### src/rtl/uart_tx_arbiter.sv
// uart_tx_arbiter: shares one UART TX line between NUM_REQ byte requesters.
// Round-robin arbitration picks a requester, latches its byte and shifts an
// 8N1 frame out LSB first, one bit per txclk_en tick.
// Optional feature macro: UART_TX_ARB_PARITY_EN adds an even-parity bit
// between the last data bit and the stop bit (8E1).
module uart_tx_arbiter #(
   parameter int NUM_REQ = 4,
   parameter int DATA_W  = 8
) (
   input  logic                       clk_50m,
   input  logic                       rst,
   input  logic                       txclk_en,
   input  logic [NUM_REQ-1:0]         req,
   input  logic [NUM_REQ*DATA_W-1:0]  req_data,
   output logic [NUM_REQ-1:0]         ack,
   output logic [$clog2(NUM_REQ)-1:0] grant_id,
   output logic                       busy,
   output logic                       tx
);

   localparam int IW = $clog2(NUM_REQ);
   localparam int CW = (DATA_W > 1) ? $clog2(DATA_W) : 1;

   localparam logic [2:0] ST_IDLE   = 3'd0;
   localparam logic [2:0] ST_START  = 3'd1;
   localparam logic [2:0] ST_DATA   = 3'd2;
   localparam logic [2:0] ST_STOP   = 3'd3;
`ifdef UART_TX_ARB_PARITY_EN
   localparam logic [2:0] ST_PARITY = 3'd4;
`endif

   logic [2:0]        state;
   logic [IW-1:0]     rr_ptr;
   logic [IW-1:0]     winner;
   logic [IW-1:0]     next_ptr;
   logic [CW-1:0]     cnt;
   logic [DATA_W-1:0] data_q;
   logic              armed;
   logic              any_req;
   logic              tick;
   int                best_off;
   int                off;

   // A tick on the first edge after reset release is dropped: armed is still 0.
   assign tick = txclk_en & armed;

   // Round-robin pick: requester with the smallest distance upward from rr_ptr.
   always_comb begin
      any_req  = 1'b0;
      winner   = '0;
      best_off = NUM_REQ;
      off      = 0;
      for (int i = 0; i < NUM_REQ; i++) begin
         off = i - int'(rr_ptr);
         if (off < 0) off = off + NUM_REQ;
         if (req[i] && (off < best_off)) begin
            best_off = off;
            winner   = IW'(i);
            any_req  = 1'b1;
         end
      end
   end

   assign next_ptr = (winner == IW'(NUM_REQ-1)) ? '0 : winner + 1'b1;

   // Frame sequencer: everything advances only on an accepted tick; ack is a one-cycle pulse.
   always_ff @(posedge clk_50m or posedge rst) begin
      if (rst) begin
         state    <= ST_IDLE;
         rr_ptr   <= '0;
         cnt      <= '0;
         data_q   <= '0;
         ack      <= '0;
         grant_id <= '0;
         busy     <= 1'b0;
         tx       <= 1'b1;
         armed    <= 1'b0;
      end else begin
         armed <= 1'b1;
         ack   <= '0;
         if (tick) begin
            case (state)
               // Idle and the end of a stop bit share one arbitration point, so
               // back-to-back frames need no extra idle bit.
               ST_IDLE, ST_STOP: begin
                  if (any_req) begin
                     data_q      <= req_data[winner*DATA_W +: DATA_W];
                     ack[winner] <= 1'b1;
                     grant_id    <= winner;
                     rr_ptr      <= next_ptr;
                     tx          <= 1'b0;
                     busy        <= 1'b1;
                     state       <= ST_START;
                  end else begin
                     tx    <= 1'b1;
                     busy  <= 1'b0;
                     state <= ST_IDLE;
                  end
               end
               ST_START: begin
                  tx    <= data_q[0];
                  cnt   <= '0;
                  state <= ST_DATA;
               end
               ST_DATA: begin
                  if (cnt == CW'(DATA_W-1)) begin
`ifdef UART_TX_ARB_PARITY_EN
                     tx    <= ^data_q;
                     state <= ST_PARITY;
`else
                     tx    <= 1'b1;
                     state <= ST_STOP;
`endif
                  end else begin
                     tx  <= data_q[cnt + 1'b1];
                     cnt <= cnt + 1'b1;
                  end
               end
`ifdef UART_TX_ARB_PARITY_EN
               ST_PARITY: begin
                  tx    <= 1'b1;
                  state <= ST_STOP;
               end
`endif
               default: begin
                  tx    <= 1'b1;
                  busy  <= 1'b0;
                  state <= ST_IDLE;
               end
            endcase
         end
      end
   end

endmodule

### config.mk
export PLATFORM = sky130hd
export DESIGN_NAME = uart_tx_arbiter
export DESIGN_NICKNAME = d
export VERILOG_FILES = /design/src/rtl/uart_tx_arbiter.sv
export SDC_FILE = /design/constraint.sdc
export NUM_CORES = 1
export LEC_CHECK = 0
export BUFFER_PORTS_ARGS = -buffer_cell sky130_fd_sc_hd__buf_2
export CORE_ASPECT_RATIO = 1.2
export CORE_MARGIN = 8
export CORE_UTILIZATION = 40
export DETAILED_ROUTE_END_ITERATION = 10
export PLACE_DENSITY = 0.74
export SYNTH_ARGS = -nofsm -noshare
export SYNTH_HDL_FRONTEND = slang
export SYNTH_SLANG_ARGS = --single-unit
### constraint.sdc
create_clock -name clk_50m -period 4 [get_ports clk_50m]
set_input_delay 0.6 -clock clk_50m [delete_from_list [all_inputs] [get_ports clk_50m]]
set_output_delay 0.6 -clock clk_50m [all_outputs]
set_load 0.05 [all_outputs]
==> summary.md <==
| Metric | Value |
|---|---|
| Status | `finished clean` |
| Maximum clock rate | `0.2831 GHz` |
| Grt ovf | `0` |
| Final worst slack | `467.8 ps` |
| Top Ports | `47` |
| Antenna viol nets, final | `0` |
| Fin crit share | `0.8830` |
| Max layer used | `met4` |
| Cell taking the most area after synthesis | `dfrtp_1` |
| CTS tree | `done` |
| Fillers | `392` |
| Largest net degree at the start of global routing | `25` |
| GP Congestion | `0.8133` |
| Die Wd | `74.66 µm` |
| Post-route met1 wirelength | `1.874 mm` |
| Fraction of layout cells with a size suffix above 1 | `0.2844` |
| Final Hold Viols | `0` |
| CTS Buf Count | `3` |
| Core area | `3941 µm²` |
| 1st-iter DRT viols | `77` |
| Number of synthesized flops with an enable pin | `0` |
| Finished layout cell area | `1946 µm²` |
| Worst Skew | `2.711 ps` |
| Yosys warning count | `0` |
| Synth cell types | `42` |
| DP Worst Slack | `173.3 ps` |
| Routed len/inst | `14.83 µm` |
| RSZ-0062 raised after global routing | `no` |
| Initial core utilization | `0.4190` |
| # Post-CTS Setup Buffers | `0` |
| 1st-pass router iterations | `4` |
| Chip Height | `86.39 µm` |
| Critical Path End Type | `flop` |
| Final TNS setup | `0 ps` |
| Most common cell after layout, fill and taps aside | `buf_2` |
| Post-DR vias/cell | `5.327` |
| Primary FF master, synth | `dfrtp_1` |
| Footprint of the multi-input gates | `908.4 µm²` |
| P per Cell Area | `807.1 nW/µm²` |
| Syn Std Cell Area | `1652 µm²` |
| Most frequent cells in the layout | `46 x buf_2, 23 x dfrtp_1, 18 x nor2_1, 14 x inv_1` |
| Slew headroom | `0.3441` |
| Metal2 WL | `1.920 mm` |
| Post-synthesis register bit count | `24` |
| Cts repair resizes | `0` |
| Fin util | `0.4937` |
| Worst Path Max Fanout | `8` |
| Ranking of synthesized cells by area | `dfrtp_1 35%, ha_1 7.6%, o221ai_1 5.3%, a31oi_1 4.2%, nor2_1 4.1%` |
| Leak Pwr | `0.9284 nW` |
| P&R area growth vs syn | `17.80%` |
| Final wirelength | `4.033 mm` |
| Crit path kind | `in -> reg` |
| CTS Hold Buffers Added | `0` |
| Critical Path AT | `3640 ps` |
| Storage element area | `601.8 µm²` |
| Initial antenna violation count | `0` |
| Finish-stage setup viols | `0` |
| Root Driver | `clkbuf_8` |
| Async SR Flop Fraction | `1.000` |
| Vias in the first global route | `1,503` |
| Clock sinks | `24` |
| Input/output buffers | `46` |
| CP required | `4110 ps` |
| Hold Crit Class | `reg -> reg` |
| Post-Syn Instances | `175` |
| Worst-margin pin slew | `980.3 ps` |
| Full die area | `6450 µm²` |
| Post-synthesis sequential area ratio | `0.3644` |
| Tmin final | `3532 ps` |
| Routed vias | `1,449` |
| CTS max path bufs | `2` |
| Area share of the largest cell type after synthesis | `0.3485` |
| GR Util All Layers | `0.1300` |
| First-pass GRT wire length | `6.803 mm` |
| Cell area after placement | `1891 µm²` |
| CP Launch Type | `primary input` |
| Max-Cap Viols | `0` |
| Row count | `25` |
| Worst-Skew Late Latency | `260 ps` |
| Reg clk slew, reported paths | `80 ps` |
| Mean Syn Cell Area | `9.438 µm²` |
| Peak supply drop | `0.0004135 V` |
| H-tree depth | `1` |
| Final #Nets | `268` |
| HPWL after DPL | `3.221 mm` |
| Wire length on met3 | `175 µm` |
| Slew Viols, Final | `0` |
| Synthesized net count | `224` |
| Antenna diodes | `0` |
| DRC | `0` |
| Total chip power | `0.001570 W` |
[where the power goes]
part	internal (W)	total (W)	leakage (nW)	switching, W
clock network	0.0000876	0.000160	0.0288	0.0000720
logic	0.000413	0.000981	0.613	0.000568
registers	0.000347	0.000429	0.287	0.0000819
[flip-flops by register name (all words and copies together) (netlist names)]
signal,count
data_q,8
ack,4
cnt,3
grant_id,2
rr_ptr,2
state,2
armed,1
busy,1
tx,1
[layer usage]
| metal | GRT usage | vias up |
|---|---|---|
| li1 | - | 735 |
| met1 | 0.1644 | 672 |
| met2 | 0.2121 | 38 |
| met3 | 0.02079 | 4 |
| met4 | 0.05000 | 0 |
| met5 | 0 | - |
[cells in the mapped netlist, types with 4 or more instances]
library cell  instances
inv_1                14
nor2_1               18
nand2_1               7
a22o_1                5
o211ai_1              8
a31oi_1              11
and2_1                5
o221ai_1             10
dfrtp_1              23
o21ai_0               7
a21oi_1              11
buf_6                 4
ha_1                 10
[through the flow]
step,hold slack (ps),cells
2_1_floorplan,489.5,175
3_3_place_gp,461.1,268
3_5_place_dp,466.5,268
4_1_cts,486.9,272
5_1_grt,519.1,272
6_report,479.3,272
[cell families (layout without fill, tap and decap cells)]
family | count (synthesis) | after routing | share of synthesized area
mux | 8 | 8 | 0.07121
simple gates | 39 | 39 | 0.1121
flops | 24 | 24 | 0.3644
fa+ha+maj | 10 | 10 | 0.07576
compound gates | 66 | 66 | 0.2833
other cells | 1 | 1 | 0.002271
xor+xnor | 1 | 1 | 0.005304
buf+inv | 26 | 69 | 0.08560
[worst max-delay path: stages]
cell and delay, ps:
buf_2 160, clkinv_1 220, mux2i_1 170, a32oi_1 240, ha_1 320, o22ai_1 170
o21ai_1 100, nand2_1 60, o21ai_0 80, ha_1 280, o32a_1 140, o31a_1 150
o21ai_1 130, a21oi_1 290, inv_1 110, ha_1 290, nand2_1 50, o21ai_0 80
[worst paths after layout]
| kind | to | depth (start not counted) | start | slack [ps] |
|---|---|---|---|---|
| max | rr_ptr[1] | 18 | req[0] | 470 |
| min | busy | 2 | busy | 480 |
| max in group asynchronous | cnt[2] | 2 | rst | 2940 |
| min reg2reg | busy | 2 | busy | 480 |
| min in group asynchronous | grant_id[1] | 2 | rst | 520 |
| max reg2reg | rr_ptr[1] | 16 | rr_ptr[0] | 640 |
[cell type report]
type                            instances  area share
Clock buffer                            4     0.02830
Inverter                               16     0.03087
Multi-Input combinational cell        125      0.4669
Sequential cell                        24      0.3093
Tap cell                               54     0.03473
Timing Repair Buffer                   49      0.1299
Power figures use the tool's default switching activity.
